### src/rtl/i2c_target.sv
// I2C target for the PWM register file: oversampled SCL/SDA, 7-bit address match,
// register-pointer write, burst write and burst read with optional auto-increment.
module i2c_target #(
    parameter logic        ADDR_HI     = 1'b1,
    parameter int unsigned NUM_REGS    = 16,
    parameter int unsigned SYNC_STAGES = 2,
    parameter int unsigned AUTO_INC    = 1,
    localparam int unsigned REG_AW     = (NUM_REGS > 2) ? $clog2(NUM_REGS) : 1
) (
    input  logic              clk_i,
    input  logic              rst_i,
    input  logic [5:0]        addr_pins_i,
    input  logic              scl_i,
    input  logic              sda_i,
    output logic              sda_oe_o,
    output logic [REG_AW-1:0] reg_addr_o,
    output logic [7:0]        reg_wdata_o,
    output logic              reg_we_o,
    input  logic [7:0]        reg_rdata_i,
    output logic              busy_o
);

    typedef enum logic [3:0] {
        ST_IDLE,
        ST_ADDR,
        ST_ADDR_ACK,
        ST_PTR,
        ST_PTR_ACK,
        ST_WDATA,
        ST_WDATA_ACK,
        ST_RDATA,
        ST_RDATA_ACK,
        ST_IGNORE
    } state_t;

    logic [SYNC_STAGES-1:0] scl_sync_q, scl_sync_d;
    logic [SYNC_STAGES-1:0] sda_sync_q, sda_sync_d;
    logic                   scl_hist_q, scl_hist_d;
    logic                   sda_hist_q, sda_hist_d;

    state_t            state_q, state_d;
    logic [2:0]        bit_cnt_q, bit_cnt_d;
    logic [6:0]        rx_q, rx_d;
    logic [7:0]        tx_q, tx_d;
    logic              ack_phase_q, ack_phase_d;
    logic              rw_q, rw_d;
    logic [REG_AW-1:0] ptr_q, ptr_d;
    logic [7:0]        wdata_q, wdata_d;
    logic              we_q, we_d;
    logic              oe_q, oe_d;
    logic              busy_q, busy_d;

    logic              scl_s, sda_s;
    logic              scl_rise, scl_fall, start_det, stop_det;
    logic [7:0]        rx_byte;
    logic [REG_AW-1:0] ptr_wrap, ptr_inc;

    // Synchronizer chains: index 0 takes the pin, top index feeds event detection.
    always_comb begin
        scl_sync_d = {scl_sync_q[SYNC_STAGES-2:0], scl_i};
        sda_sync_d = {sda_sync_q[SYNC_STAGES-2:0], sda_i};
        scl_hist_d = scl_s;
        sda_hist_d = sda_s;
    end

    assign scl_s     = scl_sync_q[SYNC_STAGES-1];
    assign sda_s     = sda_sync_q[SYNC_STAGES-1];
    assign scl_rise  = scl_s & ~scl_hist_q;
    assign scl_fall  = ~scl_s & scl_hist_q;
    assign start_det = scl_s & scl_hist_q & sda_hist_q & ~sda_s;
    assign stop_det  = scl_s & scl_hist_q & ~sda_hist_q & sda_s;

    assign rx_byte  = {rx_q, sda_s};
    assign ptr_wrap = (ptr_q == REG_AW'(NUM_REGS - 1)) ? '0 : ptr_q + REG_AW'(1);
    assign ptr_inc  = (AUTO_INC != 0) ? ptr_wrap : ptr_q;

    // Protocol FSM: bus conditions override every state, data sampled on scl_rise only.
    always_comb begin
        state_d     = state_q;
        bit_cnt_d   = bit_cnt_q;
        rx_d        = rx_q;
        tx_d        = tx_q;
        ack_phase_d = ack_phase_q;
        rw_d        = rw_q;
        ptr_d       = ptr_q;
        wdata_d     = wdata_q;
        we_d        = 1'b0;
        oe_d        = oe_q;
        busy_d      = busy_q;

        if (start_det) begin
            state_d     = ST_ADDR;
            bit_cnt_d   = 3'd0;
            ack_phase_d = 1'b0;
            oe_d        = 1'b0;
        end else if (stop_det) begin
            state_d     = ST_IDLE;
            bit_cnt_d   = 3'd0;
            ack_phase_d = 1'b0;
            oe_d        = 1'b0;
            busy_d      = 1'b0;
        end else begin
            case (state_q)
                ST_IDLE: ;
                ST_ADDR, ST_PTR, ST_WDATA: begin
                    if (scl_rise) begin
                        rx_d      = rx_byte[6:0];
                        bit_cnt_d = bit_cnt_q + 3'd1;
                        if (bit_cnt_q == 3'd7) begin
                            ack_phase_d = 1'b0;
                            case (state_q)
                                ST_ADDR: begin
                                    if (rx_byte[7:1] == {ADDR_HI, addr_pins_i}) begin
                                        state_d = ST_ADDR_ACK;
                                        rw_d    = rx_byte[0];
                                        busy_d  = 1'b1;
                                    end else begin
                                        state_d = ST_IGNORE;
                                        busy_d  = 1'b0;
                                    end
                                end
                                ST_PTR: begin
                                    if ({1'b0, rx_byte} < 9'(NUM_REGS)) begin
                                        ptr_d   = REG_AW'(rx_byte);
                                        state_d = ST_PTR_ACK;
                                    end else begin
                                        state_d = ST_IGNORE;
                                    end
                                end
                                default: begin
                                    wdata_d = rx_byte;
                                    we_d    = 1'b1;
                                    state_d = ST_WDATA_ACK;
                                end
                            endcase
                        end
                    end
                end
                ST_ADDR_ACK, ST_PTR_ACK, ST_WDATA_ACK: begin
                    // First fall after the byte pulls SDA low, the second releases it.
                    if (scl_fall) begin
                        if (!ack_phase_q) begin
                            oe_d        = 1'b1;
                            ack_phase_d = 1'b1;
                        end else begin
                            oe_d        = 1'b0;
                            ack_phase_d = 1'b0;
                            bit_cnt_d   = 3'd0;
                            case (state_q)
                                ST_ADDR_ACK: begin
                                    if (rw_q) begin
                                        tx_d    = {reg_rdata_i[6:0], 1'b1};
                                        oe_d    = ~reg_rdata_i[7];
                                        state_d = ST_RDATA;
                                    end else begin
                                        state_d = ST_PTR;
                                    end
                                end
                                ST_PTR_ACK: state_d = ST_WDATA;
                                default: begin
                                    ptr_d   = ptr_inc;
                                    state_d = ST_WDATA;
                                end
                            endcase
                        end
                    end
                end
                ST_RDATA: begin
                    // MSB is already on the bus; each fall moves to the next bit.
                    if (scl_fall) begin
                        if (bit_cnt_q == 3'd7) begin
                            oe_d        = 1'b0;
                            bit_cnt_d   = 3'd0;
                            ack_phase_d = 1'b0;
                            state_d     = ST_RDATA_ACK;
                        end else begin
                            oe_d      = ~tx_q[7];
                            tx_d      = {tx_q[6:0], 1'b1};
                            bit_cnt_d = bit_cnt_q + 3'd1;
                        end
                    end
                end
                ST_RDATA_ACK: begin
                    if (scl_rise && !ack_phase_q) begin
                        if (!sda_s) begin
                            ptr_d       = ptr_inc;
                            ack_phase_d = 1'b1;
                        end else begin
                            state_d = ST_IGNORE;
                        end
                    end else if (scl_fall && ack_phase_q) begin
                        tx_d        = {reg_rdata_i[6:0], 1'b1};
                        oe_d        = ~reg_rdata_i[7];
                        ack_phase_d = 1'b0;
                        bit_cnt_d   = 3'd0;
                        state_d     = ST_RDATA;
                    end
                end
                ST_IGNORE: oe_d = 1'b0;
                default: begin
                    state_d = ST_IDLE;
                    oe_d    = 1'b0;
                end
            endcase
        end
    end

    // Synchronizers reset to the idle-bus level so reset release is never a START.
    always_ff @(posedge clk_i) begin
        if (rst_i) begin
            scl_sync_q  <= '1;
            sda_sync_q  <= '1;
            scl_hist_q  <= 1'b1;
            sda_hist_q  <= 1'b1;
            state_q     <= ST_IDLE;
            bit_cnt_q   <= 3'd0;
            rx_q        <= 7'd0;
            tx_q        <= 8'd0;
            ack_phase_q <= 1'b0;
            rw_q        <= 1'b0;
            ptr_q       <= '0;
            wdata_q     <= 8'd0;
            we_q        <= 1'b0;
            oe_q        <= 1'b0;
            busy_q      <= 1'b0;
        end else begin
            scl_sync_q  <= scl_sync_d;
            sda_sync_q  <= sda_sync_d;
            scl_hist_q  <= scl_hist_d;
            sda_hist_q  <= sda_hist_d;
            state_q     <= state_d;
            bit_cnt_q   <= bit_cnt_d;
            rx_q        <= rx_d;
            tx_q        <= tx_d;
            ack_phase_q <= ack_phase_d;
            rw_q        <= rw_d;
            ptr_q       <= ptr_d;
            wdata_q     <= wdata_d;
            we_q        <= we_d;
            oe_q        <= oe_d;
            busy_q      <= busy_d;
        end
    end

    assign sda_oe_o    = oe_q;
    assign reg_addr_o  = ptr_q;
    assign reg_wdata_o = wdata_q;
    assign reg_we_o    = we_q;
    assign busy_o      = busy_q;

endmodule

### config.mk
export PLATFORM = sky130hd
export DESIGN_NAME = i2c_target
export DESIGN_NICKNAME = d
export VERILOG_FILES = /design/src/rtl/i2c_target.sv
export SDC_FILE = /design/constraint.sdc
export NUM_CORES = 1
export LEC_CHECK = 0
export CAP_MARGIN = 30
export CORE_UTILIZATION = 30
export CTS_CLUSTER_SIZE = 10
export DETAILED_ROUTE_END_ITERATION = 6
export PLACE_DENSITY_LB_ADDON = 0.12
export SYNTH_ARGS = -nofsm -noshare
export SYNTH_HDL_FRONTEND = slang
export SYNTH_SLANG_ARGS = --single-unit
### constraint.sdc
create_clock -name clk_i -period 1.77 [get_ports clk_i]
set_input_delay 0.531 -clock clk_i [delete_from_list [all_inputs] [get_ports clk_i]]
set_output_delay 0.531 -clock clk_i [all_outputs]
set_load 0.02 [all_outputs]
== Yosys cells after proc, flatten, opt, wreduce, memory -nomap -nowiden ==
Cells that the tools add are included.

* Flip-flop bits (word level): 45
* Output and inout port bits: 15
* Input port bits: 18

* Add/subtract/negate cells: 2
* Bitwise gates (word level): 21
* $lt $le $gt $ge: 1
* Equality and inequality tests: 40
* Muxes and demuxes: 70
* Reduce and logical (&&, ||, !) cells: 30

{| class="wikitable"
|+ Operators with widths
! cell !! number
|-
| 4-bit two-way mux || 22
|-
| 8-bit two-way mux || 8
|-
| 2-bit != test, second input constant || 16
|-
| 1-bit two-way mux || 25
|-
| 3-bit two-way mux || 8
|-
| 4-bit != test, second input constant || 6
|-
| 8-bit case mux with 3 select lines || 1
|-
| 4-bit case mux with 5 select lines || 1
|-
| 9-bit AND reduction || 2
|-
| 4-bit by 3-bit equality test with 1-bit output, second input constant || 4
|-
| 1-bit NOT || 14
|-
| 7-bit AND reduction || 2
|-
| 4-bit equality test, second input constant || 3
|-
| 3-bit case mux with 4 select lines || 1
|-
| 4-bit case mux with 3 select lines || 1
|-
| 12-bit AND reduction || 1
|-
| 6-bit AND reduction || 2
|-
| 11-bit AND reduction || 1
|-
| 5-bit != test, second input constant || 2
|-
| 5-bit AND reduction || 2
|-
| 3-bit != test, second input constant || 3
|-
| 3-bit OR reduction || 3
|-
| 4-bit by 2-bit equality test with 1-bit output, second input constant || 2
|-
| 8-bit by 5-bit less-than comparator with 1-bit output, second input constant || 1
|-
| 19 further kinds || 33
|}

== Logic depth before layout (Yosys ltp) ==
Gate-level depths: netlist of the first run.

* Depth after elaboration: 8
* Gate-level depth with buffers: 10
* Depth with buffers taken out: 8

== Least setup slack after synthesis of the first run ==
OpenSTA, ideal clock, no wires.

* Path type: flip-flop to flip-flop
* Start: register state_q[0]
* End: register tx_q[5]
* Path buffers: 3
* Stages on the path, launching flop included: 10
* Arrival time: 1763 ps
* Period minus slack after synthesis: 1905 ps
* Setup slack: -135 ps
* Setup time: 142 ps
* Required time: 1628 ps
* Cell sequence: dfxtp_1 buf_6 or4b_4 a21oi_2 o21ba_2 and3_1 buf_6 buf_8 nor2_1 a311oi_2

* Longest elaborated chain between the ends: 4
* Elaborated cells on any way between the ends: 17
* Those cells by class: 13 x eq/ne; 1 x mux; 3 x reduce/logical

{| class="wikitable"
|+ RTL lines
! what !! line !! text
|-
| start: declaration || 41 || <nowiki>state_t state_q, state_d;</nowiki>
|-
| start signal: assignment || 231 || <nowiki>state_q <= state_d;</nowiki>
|-
| 4-bit by 2-bit equality test with 1-bit output or 4-bit by 3-bit equality test with 1-bit output (tied branches) || 103, 149 ||
|-
| 3-bit OR reduction || 103 || <nowiki>case (state_q)</nowiki>
|-
| 2-bit != test (no source line) or 3-bit nonzero test (tied branches) || n/a ||
|-
| 11-bit AND reduction (no source line) || n/a ||
|-
| end signal: assignment || 234 || <nowiki>tx_q <= tx_d;</nowiki>
|-
| end: declaration || 44 || <nowiki>logic [7:0] tx_q, tx_d;</nowiki>
|}

Parallel ways exist; a longest one is shown, timed or not.
A chain may end at the register's enable or synchronous reset.

== Worst setup path in the final report of the first run ==
* Start: register state_q[1]
* End: register ptr_q[2], in the netlist reg_addr_o[2]

* Longest elaborated chain between the ends: 4
* Elaborated cells on any way between the ends: 22
* Those cells by class: 16 x eq/ne; 1 x mux; 5 x reduce/logical

{| class="wikitable"
|+ RTL lines
! what !! line !! text
|-
| 4-bit by 2-bit equality test with 1-bit output (tied with other cells) || 103, 111 ||
|-
| 3-bit OR reduction or 2-bit OR reduction (tied branches) || n/a ||
|-
| 2-bit != test (no source line) or 3-bit nonzero test (tied branches) || n/a ||
|-
| 12-bit AND reduction (no source line) || n/a ||
|-
| end signal: assignment || 237 || <nowiki>ptr_q <= ptr_d;</nowiki>
|-
| end: declaration || 47 || <nowiki>logic [REG_AW-1:0] ptr_q, ptr_d;</nowiki>
|}

Parallel ways exist; a longest one is shown, timed or not.

==> impl_metrics.py, run 1 <==
metrics = {
    "final_layout": {
        "utilization": 0.484,
        "fin_cells": 482,
        "antenna_cells": 0,
        "area_growth_syn_to_layout_pct": 54.6,
        "drive_above_1_share": 0.411,
        "layout.nets": 400,
    },
    "worst_setup_path": {
        "r2r_setup_slack_ps": -130,
        "crit_end": "reg_addr_o[2]",
        "critPathRequiredTime_ps": 1990,
        "r2r-end": "reg_addr_o[2]",
        "start_kind": "flop",
        "crit_path_start": "state_q[1]",
        "rr_worst_depth": 5,
        "cp.arrival_ps": 2110,
        "critical_path_class": "flop to flop",
        "cp_max_fo": 6,
        "rr_startpoint": "state_q[1]",
        "worst_setup_path_end_kind": "flop",
    },
    "route": {
        "final_antenna_net_count": 0,
        "drtPass1Iterations": 4,
        "vias": 2392,
        "wire_per_inst_um": 14.8,
        "drt_iter0_drc": 89,
        "drcViolationCount": 0,
        "wirelength_um": 7140,
        "viasPerCell": 4.96,
    },
    "placed_design": {
        "gp_congestion": 0.804,
        "dp.cells": 461,
        "dpl.hpwl_um": 4940,
        "port_buffers": 32,
    },
    "outcome": {
        "violations": "negative setup slack",
        "status": "finished, violations left",
    },
    "synth": {
        "synth_top_area_share": 0.370,
        "yosysMostFrequentCell": "dfxtp_1",
        "yosysUniqueCellTypes": 62,
        "synth_warnings": 0,
        "synth.avg_cell_area_um2": 8.60,
        "netlist_area_mm2": 0.00243,
        "synth_seq_cells": 45,
        "synthFlopType": "dfxtp_1",
        "synth_common_cells": "dfxtp_1 (45), nor2_1 (37), nand2_1 (34)",
        "async_reset_ff_frac": 0,
        "ys_seq_area_frac": 0.370,
        "syn_inst": 283,
        "yosys-top-cells-area": "dfxtp_1 (37%), mux2i_1 (7.4%), nor2_1 (5.7%)",
        "synth_top_cell_by_area": "dfxtp_1",
        "syn-num-nets": 304,
        "synth_edf_count": 0,
    },
    "die": {
        "dieArea_mm2": 0.00848,
        "die_x_um": 92.1,
        "dieHeight_um": 92.1,
        "std_cell_rows": 32,
        "initial_utilization": 0.313,
        "core_mm2": 0.00777,
        "pin_count": 33,
    },
    "timing": {
        "worstMarginPinSlew_ps": 395,
        "fin_hold_ws_ps": 415,
        "setup_ws_ps": -125,
        "hold_viol": 0,
        "slew_headroom": 0.737,
        "setup_viol": 26,
        "min_period_ps": 1900,
        "period_share": 1.07,
        "drv_slew": 0,
        "skew_ps": 6.81,
        "rsz0062_at_grt": "true",
        "fmax_mhz": 528,
    },
    "power_and_ir_drop": {
        "max-vdd-ir-drop_mv": 0.470,
        "clockPowerShare": 0.181,
        "p_switching_mw": 1.65,
        "swShare": 0.364,
        "finalPower_mw": 4.53,
        "p_per_area_mw_per_mm2": 1200,
        "seqPwrFrac": 0.276,
        "leakagePower_nw": 1.59,
        "pwr-share-comb": 0.542,
        "p_int_mw": 2.88,
    },
    "grt": {
        "grt_pass1_vias": 2309,
        "overflow": 0,
        "track_usage": 0.174,
        "antenna_found_initial": 0,
        "grt_pass1_wl_um": 11700,
        "grt_start_max_net_pins": 21,
    },
    "clock_tree": {
        "clock-sinks": 45,
        "cts_max_path_buffers": 2,
        "clkTransAtPathRegs_ps": 80,
        "tritoncts": "yes",
        "cts_buffers": 5,
        "hold_buffers": 0,
        "root_buffer": "clkbuf_8",
        "worstSkewPairLatency_ps": 300,
        "htree_levels": 2,
    },
    "flow_run": {
        "maxCapViolCount": 0,
    },
    "hold_path": {
        "hold_path.class": "flop to flop",
    },
}
[state kept, by name, indices dropped and copies added, names as in the netlist]
signal and count:
sda_hist_q 1, sda_sync_q 2, bit_cnt_q 3, reg_addr_o 4, tx_q 8, state_q 4
busy_o 1, sda_oe_o 1, scl_hist_q 1, reg_wdata_o 8, scl_sync_q 2, reg_we_o 1
ack_phase_q 1, rx_q 7, rw_q 1
[area by class of cell]
class                           instances  area [um^2]
Clock buffer                            7         86.3
Clock inverter                          1         30.0
Fill cell                             771         4010
Inverter                                5         18.8
Multi-Input combinational cell        215         1690
Sequential cell                        45          916
Tap cell                              102          128
Timing Repair Buffer                  107          892
[routing by layer]
metal	GRT usage	part of all wire	up-vias
met5	0	0	-
met2	0.279	0.46	40
met4	0.0625	0.019	0
met1	0.232	0.49	1133
li1	-	-	1209
met3	0.0315	0.030	10
[cells in the final DEF (no fill, tap or decap), types with 2 or more instances in the layout]
cell type        count
buf_4               67
nor2b_2              2
nor2_4               4
or3_1                3
nand3_1              6
a311oi_2             7
or2_2                7
clkbuf_8             6
nand2_2              2
nand2_1             32
nor3_2               2
buf_6                8
a2111o_1             2
nand4_1              3
dfxtp_2              6
a31oi_1              2
xor2_1               5
dlygate4sd2_1       17
o21ai_2              3
ha_4                 2
clkdlybuf4s15_1      3
o21ai_1              4
o21ai_0              3
dfxtp_1             37
inv_1                5
and3_1               2
mux2i_1             18
nor2_1              29
o21a_1               2
a21oi_1              6
clkdlybuf4s50_1     12
nand2b_1             5
a21oi_2              6
dfxtp_4              2
xnor2_1              3
and3_4               3
nor2_2               4
nand4b_1             3
[power by group through the flow]
stage	registers (mW)	clock network, mW	logic [mW]
global route	1.27	0.881	2.65
detailed placement	1.24	0	1.89
global placement	1.24	0	1.88
floorplan	1.20	0	1.21
CTS	1.23	0.842	2.21
finish	1.25	0.820	2.46
[cells by family (layout without fill, tap and decap cells)]
kind of cell / Yosys count / in the layout / share of synthesized area
AND/OR/NAND/NOR: 125 / 126 / 0.263
AO/OA/AOI/OAI: 60 / 60 / 0.194
flip-flops: 45 / 45 / 0.370
buffers and inverters: 24 / 120 / 0.0545
multiplexers: 18 / 18 / 0.0740
XOR/XNOR: 8 / 8 / 0.0288
adder cells (fa/ha/maj): 3 / 3 / 0.0154
[worst min path at each step]
| stage | start | end | slack, ps | cells past startpoint |
|---|---|---|---|---|
| finish | scl_sync_q[0] | scl_sync_q[1] | 410 | 1 |
| detailed placement | scl_sync_q[0] | scl_sync_q[1] | 400 | 1 |
| global route | sda_sync_q[0] | sda_sync_q[1] | 440 | 1 |
| floorplan | scl_sync_q[0] | scl_sync_q[1] | 390 | 1 |
| global placement | scl_sync_q[0] | scl_sync_q[1] | 400 | 1 |
| CTS | scl_sync_q[0] | scl_sync_q[1] | 420 | 1 |
[metrics by stage]
step,setup WS (ps),cell area (um^2),TNS [ps]
after floorplan,-108,2460,-952
after global placement,-539,3270,-6370
after detailed placement,-586,3270,-6800
after CTS,-106,3590,-1310
after global routing,-179,3760,-3870
final,-125,3760,-1480
[worst max-delay path: stages, from the launching register on]
cell	delay, ps
dfxtp_4	370
or4b_4	610
o22ai_4	220
nand4b_4	170
or3_1	370
o31ai_1	60
[timing repair]
item | 4_1_cts | 5_1_grt
setup buffers | 6 | 5
gates cloned | 2 | 0
endpoints found under the hold margin | 0 | 0
pin swaps | 19 | 19
resized for setup | 69 | 37
setup endpoints to repair | 44 | 38
(Power assumes the default switching activity.)
==> inputs of run 2 (changes only) <==
- SLEW_MARGIN: unset -> 20
==> results of run 2 <==
No change in the layout: final DEF, timing and power equal those of run 1.
==> inputs of run 3 (changes only) <==
- CORE_ASPECT_RATIO: unset -> 0.6
==> run 3 against run 2 <==
The run still ends with negative setup slack left. Design area rose by 0.37%. Combinational power shrank 2%. Count of clock-buffer cells in the layout decreased by 1. First-iteration DRC count is 42% higher. Fmax fell by 2.5%. Core utilization down 0.34 points. Worst setup slack worse by 48 ps. Via count up 1.4%. Sequential power hardly changed. Total power up 6.2%. Non-clock buffer count shrank 9.
==> impl_metrics.py, run 3 (synthesis gave the netlist of run 1 again) <==
metrics = {
    "outcome": {
        "status": "finished, violations left",
        "violations": "negative setup slack",
    },
    "grt": {
        "track_usage": 0.179,
        "grt_pass1_vias": 2345,
        "grt_start_max_net_pins": 16,
        "overflow": 0,
        "antenna_found_initial": 0,
        "grt_pass1_wl_um": 11900,
    },
    "power_and_ir_drop": {
        "swShare": 0.366,
        "leakagePower_nw": 1.66,
        "max-vdd-ir-drop_mv": 0.383,
        "p_int_mw": 3.05,
        "p_switching_mw": 1.76,
        "p_per_area_mw_per_mm2": 1270,
        "seqPwrFrac": 0.262,
        "pwr-share-comb": 0.502,
        "clockPowerShare": 0.236,
    },
    "clock_tree": {
        "root_buffer": "clkbuf_16",
        "hold_buffers": 0,
        "clock-sinks": 45,
        "tritoncts": "yes",
        "cts_buffers": 5,
        "clkTransAtPathRegs_ps": 70,
        "htree_levels": 2,
        "cts_max_path_buffers": 2,
        "worstSkewPairLatency_ps": 290,
    },
    "worst_setup_path": {
        "worst_setup_path_end_kind": "flop",
        "start_kind": "flop",
        "cp.arrival_ps": 2150,
        "path_buf_inv": 1,
        "critPathRequiredTime_ps": 1970,
        "max_stage_delay_ps": 620,
        "crit_family": "simple AND/OR/NAND/NOR gates",
        "crit_chain": "or4b_4 > buf_6 > a21oi_2 > o21ba_4 > and3_4 > a311oi_2",
        "crit_slowest_cell": "or4b_4",
        "cp_max_fo": 8,
        "critical_path_class": "flop to flop",
    },
    "timing": {
        "period_share": 1.10,
        "skew_ps": 4.49,
        "slew_headroom": 0.762,
        "min_period_ps": 1940,
        "drv_slew": 0,
        "hold_viol": 0,
        "fmax_mhz": 515,
        "setup_viol": 32,
        "worstMarginPinSlew_ps": 354,
        "setup_ws_ps": -173,
        "rsz0062_at_grt": "true",
    },
    "route": {
        "wl_met1_um": 3950,
        "drtPass1Iterations": 4,
        "viasPerCell": 5.06,
        "drt_iter0_drc": 126,
        "met3RoutedLength_um": 355,
        "drcViolationCount": 0,
        "final_antenna_net_count": 0,
        "wire_per_inst_um": 15.4,
        "vias": 2426,
        "wirelength_um": 7400,
        "wl_met2_um": 3000,
        "top_layer_used": "met4",
    },
    "hold_path": {
        "hold_path.class": "flop to flop",
    },
    "final_layout": {
        "layout_common_cells": "buf_4 (60), dfxtp_1 (39), nand2_1 (32), nor2_1 (27), mux2i_1 (18)",
        "layout_commonest_cell": "buf_4",
        "area_growth_syn_to_layout_pct": 55.1,
        "drive_above_1_share": 0.385,
        "utilization": 0.481,
        "layout.nets": 391,
        "fillers": 767,
        "antenna_cells": 0,
    },
    "placed_design": {
        "gp_congestion": 0.865,
        "port_buffers": 32,
        "dpl.hpwl_um": 5090,
        "dp_slack_ps": -573,
    },
    "die": {
        "dieHeight_um": 71.8,
        "die_x_um": 118,
        "core_mm2": 0.00785,
        "pin_count": 33,
        "initial_utilization": 0.310,
        "std_cell_rows": 25,
        "dieArea_mm2": 0.00849,
    },
    "flow_run": {
        "maxCapViolCount": 0,
    },
}
==> run 3: cell types whose count changed in the layout (fill, tap and decap cells not counted), moves of 3 or more <==
| cell | delta |
|---|---|
| buf_4 | -7 |
| dlygate4sd2_1 | -7 |
| dlymetal6s2s_1 | +7 |
| nor2_4 | +6 |
| clkbuf_16 | +5 |
| clkbuf_8 | -5 |
| nor2_2 | -4 |
| buf_2 | +3 |
| clkdlybuf4s15_1 | -3 |
| dfxtp_2 | -3 |
==> run 3: final timing paths <==
kind	start	endpoint	slack (ps)	cells past startpoint
max reg2reg	state_q[1]	tx_q[4]	-170	6
max	state_q[1]	tx_q[4]	-170	6
min reg2reg	sda_sync_q[0]	sda_sync_q[1]	420	1
min	sda_sync_q[0]	sda_sync_q[1]	420	1
==> run 3: power by group through the flow <==
| stage | Clock (mW) | Combinational [mW] | Sequential (mW) |
|---|---|---|---|
| 2_1_floorplan | 0 | 1.21 | 1.20 |
| 3_3_place_gp | 0 | 1.83 | 1.25 |
| 3_5_place_dp | 0 | 1.83 | 1.25 |
| 4_1_cts | 1.17 | 2.20 | 1.24 |
| 5_1_grt | 1.21 | 2.60 | 1.27 |
| 6_report | 1.13 | 2.42 | 1.26 |
==> run 3: worst reg2reg max path: stages, from the launching register on <==
cell and delay [ps]:
dfxtp_2 330, or4b_4 620, buf_6 150, a21oi_2 90
o21ba_4 190, and3_4 240, a311oi_2 220
==> run 3: through the flow <==
step / hold WS, ps / cell area [um^2] / cells / TNS (ps) / total power, mW
detailed placement: 408 / 3260 / 464 / -6610 / 3.08
floorplan: 389 / 2460 / 283 / -952 / 2.42
global placement: 399 / 3260 / 464 / -6460 / 3.08
CTS: 425 / 3630 / 479 / -1790 / 4.61
finish: 420 / 3770 / 479 / -3310 / 4.81
global route: 430 / 3770 / 479 / -5450 / 5.08
==> run 3: per-layer routing <==
layer / up-vias / GRT usage
met5: - / 0
met2: 49 / 0.256
li1: 1196 / -
met1: 1173 / 0.267
met3: 8 / 0.0382
met4: 0 / 0.0484
==> run 3: cell type report <==
type | instances | area [um^2] | area share
Inverter | 5 | 18.8 | 0.00497
Multi-Input combinational cell | 215 | 1700 | 0.449
Sequential cell | 45 | 916 | 0.243
Timing Repair Buffer | 98 | 828 | 0.219
Clock buffer | 6 | 139 | 0.0368
Tap cell | 108 | 135 | 0.0358
Clock inverter | 2 | 41.3 | 0.0109
==> run 3: repair_timing <==
action	4_1_cts	5_1_grt
cloned	1	1
pin swaps	18	7
resized for setup	64	43
setup endpoints to repair	39	41
buffers inserted	6	0
